File: src/rtl/fetch_if.sv
// Instruction-memory req/ack channel between the fetch stage and instruction memory.
interface fetch_if;
  logic        con_ImemReq;
  logic [31:0] addr_Imem;
  logic        con_ImemAck;
  logic [31:0] data_Imem;

  modport master (output con_ImemReq, addr_Imem, input con_ImemAck, data_Imem);
  modport slave  (input con_ImemReq, addr_Imem, output con_ImemAck, data_Imem);
endinterface

File: src/rtl/fetch.sv
// Instruction-fetch stage: owns the PC, runs the imem req/ack handshake and
// drives the IF/ID pipeline register, handling stalls and MEM-stage redirects.
module fetch #(
  parameter logic [31:0] RESET_PC  = 32'h0000_0000,
  parameter logic [31:0] NOP_INSTR = 32'h0000_0000
) (
  input  logic        i_clk,
  input  logic        i_rst,
  input  logic        i_con_Stall,
  input  logic        i_con_PCSrc,
  input  logic [31:0] i_addr_Branch,
  fetch_if.master     imem,
  output logic [31:0] o_data_Instr,
  output logic [31:0] o_addr_NextPC,
  output logic        o_con_Valid
);

  typedef enum logic [1:0] {FETCH, HOLD, DRAIN} state_t;

  state_t      r_state, w_state_n;
  logic [31:0] r_pc, w_pc_n;
  logic [31:0] r_addr, w_addr_n;
  logic [31:0] r_skid, w_skid_n;
  logic [31:0] r_instr, w_instr_n;
  logic [31:0] r_nextpc, w_nextpc_n;
  logic        r_valid, w_valid_n;
  logic [31:0] w_pc4;

  assign w_pc4 = r_pc + 32'd4;

  // Request outputs come from state/registers only; DRAIN keeps presenting the
  // abandoned address until memory acknowledges it.
  assign imem.con_ImemReq = (r_state != HOLD);
  assign imem.addr_Imem   = (r_state == DRAIN) ? r_addr : r_pc;

  assign o_data_Instr  = r_instr;
  assign o_addr_NextPC = r_nextpc;
  assign o_con_Valid   = r_valid;

  always_comb begin
    w_state_n  = r_state;
    w_pc_n     = r_pc;
    w_addr_n   = r_addr;
    w_skid_n   = r_skid;
    w_instr_n  = r_instr;
    w_nextpc_n = r_nextpc;
    w_valid_n  = r_valid;
    if (i_con_PCSrc) begin
      w_pc_n    = {i_addr_Branch[31:2], 2'b00};
      w_instr_n = NOP_INSTR;
      w_valid_n = 1'b0;
      case (r_state)
        FETCH: begin
          if (!imem.con_ImemAck) begin
            w_state_n = DRAIN;
            w_addr_n  = r_pc;
          end
        end
        HOLD:    w_state_n = FETCH;
        default: w_state_n = DRAIN;
      endcase
    end else begin
      case (r_state)
        FETCH: begin
          if (imem.con_ImemAck) begin
            if (!i_con_Stall) begin
              w_instr_n  = imem.data_Imem;
              w_nextpc_n = w_pc4;
              w_valid_n  = 1'b1;
              w_pc_n     = w_pc4;
            end else begin
              w_skid_n  = imem.data_Imem;
              w_state_n = HOLD;
            end
          end else if (!i_con_Stall) begin
            w_instr_n = NOP_INSTR;
            w_valid_n = 1'b0;
          end
        end
        HOLD: begin
          if (!i_con_Stall) begin
            w_instr_n  = r_skid;
            w_nextpc_n = w_pc4;
            w_valid_n  = 1'b1;
            w_pc_n     = w_pc4;
            w_state_n  = FETCH;
          end
        end
        default: begin
          if (imem.con_ImemAck) w_state_n = FETCH;
        end
      endcase
    end
  end

  always_ff @(posedge i_clk) begin
    if (i_rst) begin
      r_state  <= FETCH;
      r_pc     <= RESET_PC;
      r_addr   <= RESET_PC;
      r_skid   <= '0;
      r_instr  <= NOP_INSTR;
      r_nextpc <= '0;
      r_valid  <= 1'b0;
    end else begin
      r_state  <= w_state_n;
      r_pc     <= w_pc_n;
      r_addr   <= w_addr_n;
      r_skid   <= w_skid_n;
      r_instr  <= w_instr_n;
      r_nextpc <= w_nextpc_n;
      r_valid  <= w_valid_n;
    end
  end

endmodule
File: src/flat_wrapper.sv
// flat-port wrapper written by rule: the top's interface ports become plain ports
module fetch_flat 
#(
  parameter logic [31:0] RESET_PC  = 32'h0000_0000,
  parameter logic [31:0] NOP_INSTR = 32'h0000_0000
)
  (i_clk, i_rst, i_con_Stall, i_con_PCSrc, i_addr_Branch, o_data_Instr, o_addr_NextPC, o_con_Valid, imem_con_ImemReq, imem_addr_Imem, imem_con_ImemAck, imem_data_Imem);
  fetch_if imem_i ();
  input  logic i_clk;
  input  logic i_rst;
  input  logic i_con_Stall;
  input  logic i_con_PCSrc;
  input  logic [31:0] i_addr_Branch;
  output logic [31:0] o_data_Instr;
  output logic [31:0] o_addr_NextPC;
  output logic o_con_Valid;
  output wire logic [$bits(imem_i.con_ImemReq)-1:0] imem_con_ImemReq;
  output wire logic [$bits(imem_i.addr_Imem)-1:0] imem_addr_Imem;
  input wire logic [$bits(imem_i.con_ImemAck)-1:0] imem_con_ImemAck;
  input wire logic [$bits(imem_i.data_Imem)-1:0] imem_data_Imem;
  assign imem_con_ImemReq = imem_i.con_ImemReq;
  assign imem_addr_Imem = imem_i.addr_Imem;
  assign imem_i.con_ImemAck = imem_con_ImemAck;
  assign imem_i.data_Imem = imem_data_Imem;
  fetch #(.RESET_PC(RESET_PC), .NOP_INSTR(NOP_INSTR)) u_core (.i_clk(i_clk), .i_rst(i_rst), .i_con_Stall(i_con_Stall), .i_con_PCSrc(i_con_PCSrc), .i_addr_Branch(i_addr_Branch), .imem(imem_i), .o_data_Instr(o_data_Instr), .o_addr_NextPC(o_addr_NextPC), .o_con_Valid(o_con_Valid));
endmodule
File: config.mk
export PLATFORM = sky130hd
export DESIGN_NAME = fetch_flat
export DESIGN_NICKNAME = d
export VERILOG_FILES = /design/src/rtl/fetch_if.sv /design/src/rtl/fetch.sv /design/src/flat_wrapper.sv
export SDC_FILE = /design/constraint.sdc
export NUM_CORES = 1
export LEC_CHECK = 0
export ABC_AREA = 1
export CORE_UTILIZATION = 46
export CTS_CLUSTER_SIZE = 14
export DETAILED_ROUTE_END_ITERATION = 6
export PLACE_DENSITY_LB_ADDON = 0.12
export SETUP_SLACK_MARGIN = 0.15
export SYNTH_ARGS = -nofsm -noshare
export SYNTH_HDL_FRONTEND = slang
export SYNTH_SLANG_ARGS = --single-unit
File: constraint.sdc
create_clock -name i_clk -period 1.6 [get_ports i_clk]
set_input_delay 0.32 -clock i_clk [delete_from_list [all_inputs] [get_ports i_clk]]
set_output_delay 0.32 -clock i_clk [all_outputs]
set_load 0.02 [all_outputs]
# Word level (Yosys, flattened, before mapping)
# Cells that the tools add are included.
[op_classes]
n_mux = 25
add_sub_neg = 1
reduce_logical = 13
n_eq_ne = 11
n_bitwise = 2
[op_table]
columns = ["cell", "n"]
rows = [
  ["$mux 32", 10],
  ["$pmux 32 s2", 3],
  ["$add 32x3->32 const B", 1],
  ["$ne 3x3->1 const B", 5],
  ["$mux 2", 6],
  ["$reduce_and 3->1", 3],
  ["$pmux 2 s2", 2],
  ["$ne 2x2->1 const B", 3],
  ["$reduce_and 2->1", 3],
  ["$reduce_bool 3->1", 2],
  ["$reduce_and 5->1", 1],
  ["$reduce_and 4->1", 1],
  ["$mux 1", 3],
  ["$eq 2x1->1 const B", 1],
  ["$eq 2x2->1 const B", 1],
  ["$logic_not 2->1", 1],
  ["$ne 2x1->1 const B", 1],
  ["$not 1->1", 2],
  ["$pmux 1 s2", 1],
  ["$reduce_bool 2->1", 1],
  ["$reduce_or 2->1", 1],
]
[word_totals]
output_inout_bits = 98
ff_bits = 163
word_cells = 60

# Longest topological paths before layout
# Gate-level depths: netlist of the first run.
[logic_depth]
word_depth = 5
ltp_mapped = 11
ltp_nobuf = 11

# Least setup slack after synthesis of the first run
# OpenSTA, ideal clock, no wires.
[synth_path]
path_type = "register to output"
startpoint = "reg u_core.r_state[0]"
endpoint = "out imem_addr_Imem[17]"
setup_slack_ns = -0.047
path_stages_with_launch = 7
arrival_time_ns = 1.327
path_buffers = 2
t_required_ns = 1.280
cell_sequence = "dfxtp_1 > inv_2 > nand2_1 > buf_2 > buf_2 > nor2_1 > a21oi_1"
[synth_between]
elab_chain_cells = 2
[synth_rtl]
columns = ["element", "line_no", "rtl"]
rows = [
  ["from (decl)", "fetch.sv:20", "state_t r_state, w_state_n;"],
  ["from (signal assigned)", "fetch.sv:106", "r_state <= w_state_n;"],
  ["$eq 2x2->1", "fetch.sv:34", "assign imem.addr_Imem = (r_state == DRAIN) ? r_addr : r_pc;"],
  ["$mux 32", "fetch.sv:34", ""],
  ["to (decl)", "flat_wrapper.sv:18", "output wire logic [$bits(imem_i.addr_Imem)-1:0] imem_addr_Imem;"],
]
# No other way between the ends.

# Worst setup path in the final report of the first run
[layout_path]
startpoint = "reg u_core.r_pc[13]"
endpoint = "reg u_core.r_pc[27]"
[layout_between]
elab_chain_cells = 5
[layout_rtl]
columns = ["element", "line_no", "rtl"]
rows = [
  ["from (decl)", "fetch.sv:21", "logic [31:0] r_pc, w_pc_n;"],
  ["from (signal assigned)", "fetch.sv:107", "r_pc <= w_pc_n;"],
  ["$add 32x3->32 (*)", "fetch.sv:29", "assign w_pc4 = r_pc + 32'd4;"],
  ["$mux 32 (*)", "fetch.sv:66, fetch.sv:81", ""],
  ["$mux 32", "fetch.sv:65", "if (imem.con_ImemAck) begin"],
  ["$pmux 32 s2 (*)", "fetch.sv:63", "case (r_state)"],
  ["$mux 32 (*)", "fetch.sv:48", "if (i_con_PCSrc) begin"],
]
# Mark *: on every way between the ends. The rest lies on a longest branch, timed or not. The select of a mux whose other input is x is not followed.
# A chain may end at the register's enable or synchronous reset.

==> metrics.yaml, run 1 <==
status:
  status: "finished, violations left"
  failed_checks: "negative setup slack"
routing:
  drt-wirelength-per-cell_um: 20.5
  drt_wl_total_um: 31600
  drt_iter0_drc: 943
  routed-via-count: 9095
  antenna_violating_nets_post_route: 0
  post-route-drc-count: 0
  drt_pass1_iterations: 6
  via_per_inst: 5.90
synthesis:
  yosys.area_share.simple_pct: 22.6
  yosys.area_share.xor_xnor_pct: 0.960
  ys_top_cells_by_area: "dfxtp_1 43%, nand2_1 12%, o21ai_0 12%"
  synth_unique_cells: 26
  yosys.area.top_type_share_pct: 43.0
  multiplexer_fraction_of_the_synthesized_cell_area_pct: 0.617
  post_synth_inst_count: 1077
  synth-compound-area-share_pct: 22.9
  ys_warn_count: 0
  synth_top_family_by_area: "compound AO/OA/AOI/OAI gates"
  yosysTopAreaCell: "dfxtp_1"
  synth_sequential_area_ratio_pct: 43.0
  async_reset_ff_share_pct: 0
  synth_seq_cells: 157
  avgSynthCellArea_um2: 6.78
  ys.flop_type: "dfxtp_1"
  mappedNetlistArea_mm2: 0.00730
  synthAdderAreaFrac_pct: 0.171
  synth_enable_flop_cells: 0
pwr:
  intPower_mw: 7.93
  switching_share_pct: 30.9
  net-switching-power_mw: 3.55
  max-vdd-ir-drop_v: 0.00101
  design_power_total_mw: 11.5
  sequentialPowerShare_pct: 37.6
  leakage_nw: 5.35
  combinational_share_of_power_pct: 24.7
  power.share.clock_pct: 37.8
  p_per_area_mw_per_mm2: 912
sta:
  grt_setup_unrepaired: "true"
  report.final.slew_viol_count: 0
  timing.final.setup_violations: 67
  final_count_of_hold_timing_violations: 0
  finalCritPeriodShare_pct: 123
  min_period_ns: 1.97
  clock-skew-final_ns: 0.0131
  fin_ws_ns: -0.371
  achievable-frequency_ghz: 0.507
die:
  die-area_mm2: 0.0164
  floorplan.initialDensity_pct: 47.5
  io_pins: 167
  core_area_mm2: 0.0154
  die_height_um: 128
  core.rowCount: 45
  die-width_um: 128
placement:
  port_buffers: 160
  post-place-cells: 1451
  place_congestion: 0.849
  post-dp-hpwl_um: 13800
worst_setup_path:
  critPathMaxStageDelay_ns: 0.46
  worst_flop_to_flop_path_startpoint: "u_core.r_pc[13]"
  path_class: "reg2reg"
  crit_required_ns: 1.97
  crit_chain: "nand2_2 -> nor2_2 -> nand2_1 -> nor2_1 -> nand2_1 -> nand2_1 -> nand3_2 -> a21oi_2"
  start_kind: "flip-flop"
  reg2reg_to: "u_core.r_pc[27]"
  worst_ep_arrival_time_ns: 2.34
  crit_path_max_fanout: 4
  cp_slowest_cell: "dfxtp_1"
  r2r_setup_slack_ns: -0.37
  worst_path_most_repeated_cell: "nand2_1"
  reg2reg_depth: 8
  timing.critical_path.to_type: "flip-flop"
clock_tree:
  cts.root.buffer_cell: "clkbuf_16"
  clock_tree.buffer_depth: 2
  tritoncts: "done"
  clkLatencyLatePin_ns: 0.44
  reg_clk_slew_reported_paths_ns: 0.07
  cts_sink_cnt: 157
  cts_inserted_buffers: 17
  cts_max_level: 4
global_route:
  globalRouteTotalUtil_pct: 30.4
  grt_max_degree: 66
  vias_in_the_first_global_route: 7721
  number_of_antenna_violations_at_the_first_check_in_global_routing: 1
  grt_remaining_overflow: 0
  grt_pass1_wl_um: 38900
finish:
  final_layout_size_suffix_gt1_share_pct: 35.6
  post_layout_nonfiller_instances: 1541
  fillCellCount: 858
  layout-area-overhead-vs-synth_pct: 72.3
  design.final.nets: 1386
min_path:
  worstHoldPathType: "in2reg"
  startpoint_of_the_most_critical_hold_path: "imem_data_Imem[5]"
  hold_depth: 3
  hold-path-endpoint: "u_core.r_skid[5]"
job:
  cap_violations: 0
==> registers in the layout (all words and copies together) (netlist names) <==
signal and cells:
u_core.o_data_Instr 32, u_core.r_pc 30, u_core.o_addr_NextPC 30, u_core.r_state 2, u_core.o_con_Valid 1, u_core.r_addr 30, u_core.r_skid 32
==> area by class of cell <==
class | instances | area [µm²] | area share, %
clock inverters | 14 | 183 | 1.45
well taps | 211 | 264 | 2.10
clock buffers | 18 | 429 | 3.41
diodes | 1 | 2.50 | 0.0199
repair buffers | 285 | 3340 | 26.5
inverters | 103 | 437 | 3.47
multi-input cells | 752 | 4760 | 37.9
flip-flops and latches | 157 | 3170 | 25.2
==> metrics by stage <==
step | TNS (ns) | setup WS [ns] | util [%] | hold slack (ns) | cell area [µm²]
global placement | -28.19 | -0.270 | 62.8 | 0.437 | 9650
floorplan | 0 | 0.122 | - | 0.449 | 7420
global route | -14.46 | -0.384 | 81.9 | 0.446 | 12600
detailed placement | -31.77 | -0.294 | 62.8 | 0.437 | 9650
CTS | -6.56 | -0.247 | 73.7 | 0.433 | 11300
finish | -11.39 | -0.371 | 81.9 | 0.438 | 12600
==> synthesized netlist by cell type (2+ instances only) <==
master    instances
xor2_1            8
nand2_2           2
a31oi_1           9
nand3_1          56
nor2_2            5
a21oi_1         127
inv_1            98
nand2_1         231
buf_2            23
nor2_4            3
inv_2             3
buf_4             9
dfxtp_1         157
o21ai_1           3
o21a_1           11
clkbuf_1         36
nor2_1          112
mux2_2            4
o21ai_0         173
==> worst max-delay path, delay by kind of cell, from the launching register on <==
kind | cells | cell delay (ns)
AO/OA/AOI/OAI | 1 | 0.13
AND/OR/NAND/NOR | 7 | 1.31
flip-flops | 1 | 0.46
==> power groups by stage <==
stage,logic [mW],registers (mW),clock network (mW)
6_report,2.83,4.31,4.34
5_1_grt,2.95,4.33,4.52
4_1_cts,2.29,4.26,4.30
3_5_place_dp,1.91,4.33,0
3_3_place_gp,1.90,4.33,0
2_1_floorplan,0.974,4.40,0
==> cell families after synthesis <==
kind of cell / after synthesis
XOR/XNOR: 8
adder cells (fa/ha/maj): 1
AO/OA/AOI/OAI: 325
other: 1
flip-flops: 157
multiplexers: 4
buffers and inverters: 171
AND/OR/NAND/NOR: 410
==> layer usage <==
layer	global-route usage [%]	part of all wire, %	vias up
met3	5.22	10	238
met4	15.2	7.3	2
met1	37.9	36	4180
met2	50.8	46	681
li1	-	-	3994
met5	0	0.038	-
==> worst max-delay path by stage <==
stage	startpoint	endpoint	slack (ns)	cells past startpoint
2_1_floorplan	u_core.r_state[0]	imem_addr_Imem[17]	0.12	6
3_3_place_gp	imem_con_ImemAck	u_core.r_pc[27]	-0.27	7
3_5_place_dp	imem_con_ImemAck	u_core.r_skid[21]	-0.29	6
4_1_cts	u_core.r_state[0]	imem_addr_Imem[3]	-0.25	5
5_1_grt	u_core.r_pc[13]	u_core.o_addr_NextPC[23]	-0.38	8
6_report	u_core.r_pc[13]	u_core.r_pc[27]	-0.37	8
==> layout by cell type (no fill, tap or decap), types with 5 or more instances in the layout <==
master           instances
o21ai_2                 18
o21ai_1                 32
buf_16                  16
clkdlybuf4s50_1         65
inv_1                   94
clkdlybuf4s15_1         31
buf_8                    6
nand3_2                 21
buf_12                  22
clkbuf_16               26
nor2_2                  21
nand3_4                 13
buf_6                   42
a21oi_2                 61
a21oi_4                 13
a21oi_1                 53
nand2_1                170
clkbuf_2                12
o21ai_4                  8
clkinvlp_4               6
nor2_1                  76
o21ai_0                118
dfxtp_2                 10
nand2_2                 46
nand2_4                 16
dfxtp_1                144
nand3_1                 22
inv_6                    5
a31oi_1                  8
buf_4                   61
nor2_4                  23
o21a_1                  11
dlygate4sd2_1           19
==> timing repair <==
action	4_1_cts	5_1_grt
gates cloned	15	11
setup buffers	17	14
endpoints found under the setup margin	173	157
hold buffers	0	0
pin swaps	66	110
gates resized for setup	400	322
Power figures use the tool's default switching activity.
==> run 2: changes to the inputs <==
--- a/config.mk
+++ b/config.mk
@@ -6,10 +6,11 @@
 export NUM_CORES = 1
 export LEC_CHECK = 0
 export ABC_AREA = 1
+export CORE_MARGIN = 10
 export CORE_UTILIZATION = 46
 export CTS_CLUSTER_SIZE = 14
 export DETAILED_ROUTE_END_ITERATION = 6
-export PLACE_DENSITY_LB_ADDON = 0.12
+export PLACE_DENSITY = 0.77
 export SETUP_SLACK_MARGIN = 0.15
 export SYNTH_ARGS = -nofsm -noshare
 export SYNTH_HDL_FRONTEND = slang
==> metrics.yaml, run 2 (synthesis gave the netlist of run 1 again) <==
die:
  core.rowCount: 45
  floorplan.initialDensity_pct: 47.5
  core_area_mm2: 0.0154
  die-width_um: 146
  io_pins: 167
  die-area_mm2: 0.0213
  die_height_um: 146
routing:
  drt_wl_total_um: 36500
  drt_pass1_iterations: 7
  routed-via-count: 9655
  drt_iter0_drc: 1270
  antenna_violating_nets_post_route: 0
  drt-wirelength-per-cell_um: 23.3
  post-route-drc-count: 1
  via_per_inst: 6.17
sta:
  clock-skew-final_ns: 0.0109
  fin_ws_ns: -0.302
  achievable-frequency_ghz: 0.526
  report.final.slew_viol_count: 0
  final_count_of_hold_timing_violations: 0
  hold_ws_ns: 0.462
  grt_setup_unrepaired: "true"
  fin_tns_setup_ns: -12.81
  min_period_ns: 1.90
  finalCritPeriodShare_pct: 119
  timing.final.setup_violations: 113
placement:
  place_congestion: 0.876
  dpl_cell_area_mm2: 0.00982
  post-place-cells: 1469
  port_buffers: 160
  place_ws_ns: -0.320
  post-dp-hpwl_um: 16400
finish:
  fillCellCount: 736
  layout_commonest_cell: "nand2_1"
  final_area_mm2: 0.0128
  antenna_cells: 0
  final_layout_size_suffix_gt1_share_pct: 35.4
  layout-area-overhead-vs-synth_pct: 75.2
  most-common-layout-cells: "182 x nand2_1, 145 x dfxtp_1, 103 x o21ai_0"
  design.final.nets: 1412
  post_layout_nonfiller_instances: 1566
job:
  cap_violations: 0
clock_tree:
  cts.root.buffer_cell: "clkbuf_16"
  clkLatencyLatePin_ns: 0.44
  cts_inserted_buffers: 17
  cts_sink_cnt: 157
  reg_clk_slew_reported_paths_ns: 0.07
  tritoncts: "done"
  cts_max_level: 4
  clock_tree.buffer_depth: 2
worst_setup_path:
  path_class: "reg2out"
  worst_flop_to_flop_path_startpoint: "u_core.r_pc[2]"
  count_of_buffering_cells_on_the_critical_path_with_inverters_included: 4
  critPathMaxStageDelay_ns: 0.33
  timing.critical_path.to_type: "output port"
  worst_ep_arrival_time_ns: 1.58
  crit_path_max_fanout: 6
  crit_required_ns: 1.28
  r2r_setup_slack_ns: -0.27
  reg2reg_depth: 8
  cp_slowest_cell: "dfxtp_2"
  critical-path-top-delay-family: "buffers and inverters"
  worstSetupPathDepth: 6
  start_kind: "flip-flop"
  reg2reg_to: "u_core.r_pc[25]"
  crit_chain: "inv_4 -> nand2_8 -> buf_12 -> buf_16 -> a21oi_4 -> buf_6"
pwr:
  leakage_nw: 5.49
  p_per_area_mw_per_mm2: 894
  max-vdd-ir-drop_v: 0.000806
min_path:
  worstHoldPathType: "reg2reg"
  hold_depth: 2
  hold-path-endpoint: "u_core.o_addr_NextPC[4]"
  startpoint_of_the_most_critical_hold_path: "u_core.o_addr_NextPC[4]"
status:
  failed_checks: "design-rule violations, negative setup slack"
  status: "finished, violations left"
global_route:
  grt_max_degree: 66
  grt_pass1_wl_um: 41500
  grt_remaining_overflow: 0
  globalRouteTotalUtil_pct: 23.5
  vias_in_the_first_global_route: 8107
  number_of_antenna_violations_at_the_first_check_in_global_routing: 2
-- run 2: layout make-up --
type	instances	area, µm²	area share (%)
Clock buffer	20	467	3.65
Clock inverter	12	113	0.880
Inverter	103	430	3.36
Multi-Input combinational cell	752	4750	37.2
Sequential cell	157	3160	24.7
Tap cell	211	264	2.06
Timing Repair Buffer	310	3600	28.1
Timing Repair inverter	1	8.76	0.0684
-- run 2: tightest hold or removal path, stage by stage, from the launching register on --
cell and delay (ns):
dfxtp_1 0.31, inv_1 0.06, a21oi_2 0.05
-- run 2: through the flow --
step | power (mW) | util [%]
after floorplan | 5.37 | -
after global placement | 6.32 | 63.9
after detailed placement | 6.35 | 63.9
after CTS | 10.5 | 72.3
after global routing | 11.7 | 83.2
final | 11.4 | 83.2
-- run 2: metal layers --
layer  up-vias  wire length [µm]  global-route usage, %
met1      4520             12400                   27.9
li1       4029                 -                      -
met3       261              4610                   6.71
met5         -                14                      0
met4         2              2530                   10.1
met2       843             16900                   38.9
-- run 2: worst max-delay path by stage --
stage,from,endpoint,slack [ns]
floorplan,u_core.r_state[0],imem_addr_Imem[17],0.12
global placement,imem_con_ImemAck,u_core.r_pc[19],-0.26
detailed placement,imem_con_ImemAck,u_core.r_pc[18],-0.32
CTS,u_core.r_state[0],imem_addr_Imem[31],-0.29
global route,u_core.r_state[0],imem_addr_Imem[31],-0.33
finish,u_core.r_state[0],imem_addr_Imem[31],-0.30
-- run 2: what timing repair did --
action                                  in CTS  in global routing
cloned                                       7                 28
hold buffers                                 0                  0
setup buffers                                8                 22
pin swaps                                   39                 80
gates resized for setup                    389                324
endpoints found under the setup margin     166                186
-- run 2: power breakdown --
| part | leakage [nW] | switching [mW] | total [mW] | internal (mW) |
|---|---|---|---|---|
| Sequential | 1.29 | 0.178 | 4.31 | 4.13 |
| Combinational | 3.93 | 1.66 | 3.08 | 1.42 |
| Clock | 0.271 | 1.77 | 4.04 | 2.27 |
| Total | 5.49 | 3.62 | 11.4 | 7.82 |
==> run 3: changes to the inputs <==
--- a/config.mk
+++ b/config.mk
@@ -12,6 +12,8 @@
 export DETAILED_ROUTE_END_ITERATION = 6
 export PLACE_DENSITY = 0.77
 export SETUP_SLACK_MARGIN = 0.15
+export SKIP_LAST_GASP = 1
+export SLEW_MARGIN = 5
 export SYNTH_ARGS = -nofsm -noshare
 export SYNTH_HDL_FRONTEND = slang
 export SYNTH_SLANG_ARGS = --single-unit
==> metrics.yaml, run 3 (synthesis gave the netlist of run 1 again) <==
status:
  status: "finished, violations left"
  failed_checks: "negative setup slack"
worst_setup_path:
  worst_ep_arrival_time_ns: 2.35
  start_kind: "flip-flop"
  timing.critical_path.to_type: "flip-flop"
  critical_path_source: "u_core.r_pc[20]"
  path_class: "reg2reg"
  crit_path_max_fanout: 3
  worst_flop_to_flop_path_startpoint: "u_core.r_pc[20]"
  crit_required_ns: 1.94
pwr:
  leakage_nw: 5.44
  p_per_area_mw_per_mm2: 900
  max-vdd-ir-drop_v: 0.000806
job:
  cap_violations: 0
sta:
  hold_ws_ns: 0.441
  slew-limit-headroom_pct: 66.7
  achievable-frequency_ghz: 0.499
  tightest_slew_ns: 0.495
  clock-skew-final_ns: 0.0114
  grt_setup_unrepaired: "true"
  timing.final.setup_violations: 97
  min_period_ns: 2.01
  fin_ws_ns: -0.405
  final_count_of_hold_timing_violations: 0
  finalCritPeriodShare_pct: 125
  report.final.slew_viol_count: 0
  fin_tns_setup_ns: -13.44
routing:
  post-route-drc-count: 0
  via_per_inst: 6.01
  drt_iter0_drc: 1179
  drt_wl_total_um: 35000
  drt-wirelength-per-cell_um: 22.4
  routed-via-count: 9400
  drt_pass1_iterations: 7
  antenna_violating_nets_post_route: 0
clock_tree:
  cts_inserted_buffers: 17
  tritoncts: "done"
  cts.root.buffer_cell: "clkbuf_16"
  clock_tree.buffer_depth: 2
  cts_hold_buf: 0
  clkLatencyLatePin_ns: 0.45
  reg_clk_slew_reported_paths_ns: 0.06
  cts_max_level: 4
  cts_sink_cnt: 157
placement:
  place_congestion: 0.876
  post-dp-hpwl_um: 16400
  post-place-cells: 1469
  dpl_cell_area_mm2: 0.00982
  port_buffers: 160
  place_ws_ns: -0.320
finish:
  final_layout_size_suffix_gt1_share_pct: 33.3
  layout-area-overhead-vs-synth_pct: 72.1
  design.final.nets: 1411
  layout_commonest_cell: "nand2_1"
  final-seq-area_mm2: 0.00316
  post_layout_nonfiller_instances: 1565
  antenna_cells: 0
  multiInputGateArea_mm2: 0.00456
  final_area_mm2: 0.0126
  fillCellCount: 817
  most-common-layout-cells: "194 x nand2_1, 147 x dfxtp_1, 121 x o21ai_0"
die:
  core_area_mm2: 0.0154
  io_pins: 167
  die-area_mm2: 0.0213
  core.rowCount: 45
  die_height_um: 146
  die-width_um: 146
  floorplan.initialDensity_pct: 47.5
min_path:
  startpoint_of_the_most_critical_hold_path: "imem_data_Imem[0]"
  worstHoldPathType: "in2reg"
global_route:
  grt_pass1_wl_um: 40300
  vias_in_the_first_global_route: 7786
  grt_max_degree: 66
  globalRouteTotalUtil_pct: 22.8
  grt_remaining_overflow: 0
  number_of_antenna_violations_at_the_first_check_in_global_routing: 1
## run 3: layout make-up
cell class	count	share of cell area, %
Multi-Input combinational cell	752	36.3
Timing Repair Buffer	309	28.3
Sequential cell	157	25.2
Clock buffer	20	3.71
Inverter	103	3.38
Tap cell	211	2.10
Clock inverter	12	0.896
Timing Repair inverter	1	0.0697
## run 3: what timing repair did
action / in CTS / in global routing
setup endpoints to repair: 166 / 190
buffers inserted: 8 / 20
gates cloned: 7 / 29
pin swaps: 28 / 72
resized for setup: 350 / 301
## run 3: worst paths after layout
path	slack [ns]	depth (start not counted)	to
setup / recovery	-0.41	10	u_core.o_addr_NextPC[28]
hold reg to reg	0.46	2	u_core.o_addr_NextPC[4]
hold / removal	0.44	3	u_core.r_skid[0]
setup reg to reg	-0.41	10	u_core.o_addr_NextPC[28]
## run 3: per-layer routing
layer  routed length, µm  part of all wire (%)  vias up  track usage (%)
met5                   0                     0        -                0
met3                4380                    13      229             6.95
li1                    -                     -     4036                -
met1               12100                    34     4343             27.8
met4                2310                   6.6        0             8.41
met2               16300                    46      792             37.1
## run 3: metrics by stage
step	total power [mW]	util [%]
6_report	11.3	81.8
5_1_grt	11.6	81.8
4_1_cts	10.5	71.4
3_5_place_dp	6.35	63.9
3_3_place_gp	6.32	63.9
2_1_floorplan	5.37	-
## run 3: where the power goes
| group | leakage (nW) | switching (mW) | total (mW) | internal (mW) |
|---|---|---|---|---|
| Sequential | 1.29 | 0.165 | 4.30 | 4.13 |
| Combinational | 3.89 | 1.60 | 2.99 | 1.38 |
| Clock | 0.271 | 1.76 | 4.03 | 2.27 |
| Total | 5.44 | 3.52 | 11.3 | 7.79 |
## run 3: critical path: stages (launching register included)
cell     delay [ns]
dfxtp_1        0.34
buf_4          0.15
nand2_1        0.21
nor2_1         0.46
nand2_1        0.17
nor2_2         0.22
nand2_2        0.08
nand2_1        0.10
nand3_4        0.07
nand2_1        0.07
inv_1          0.03
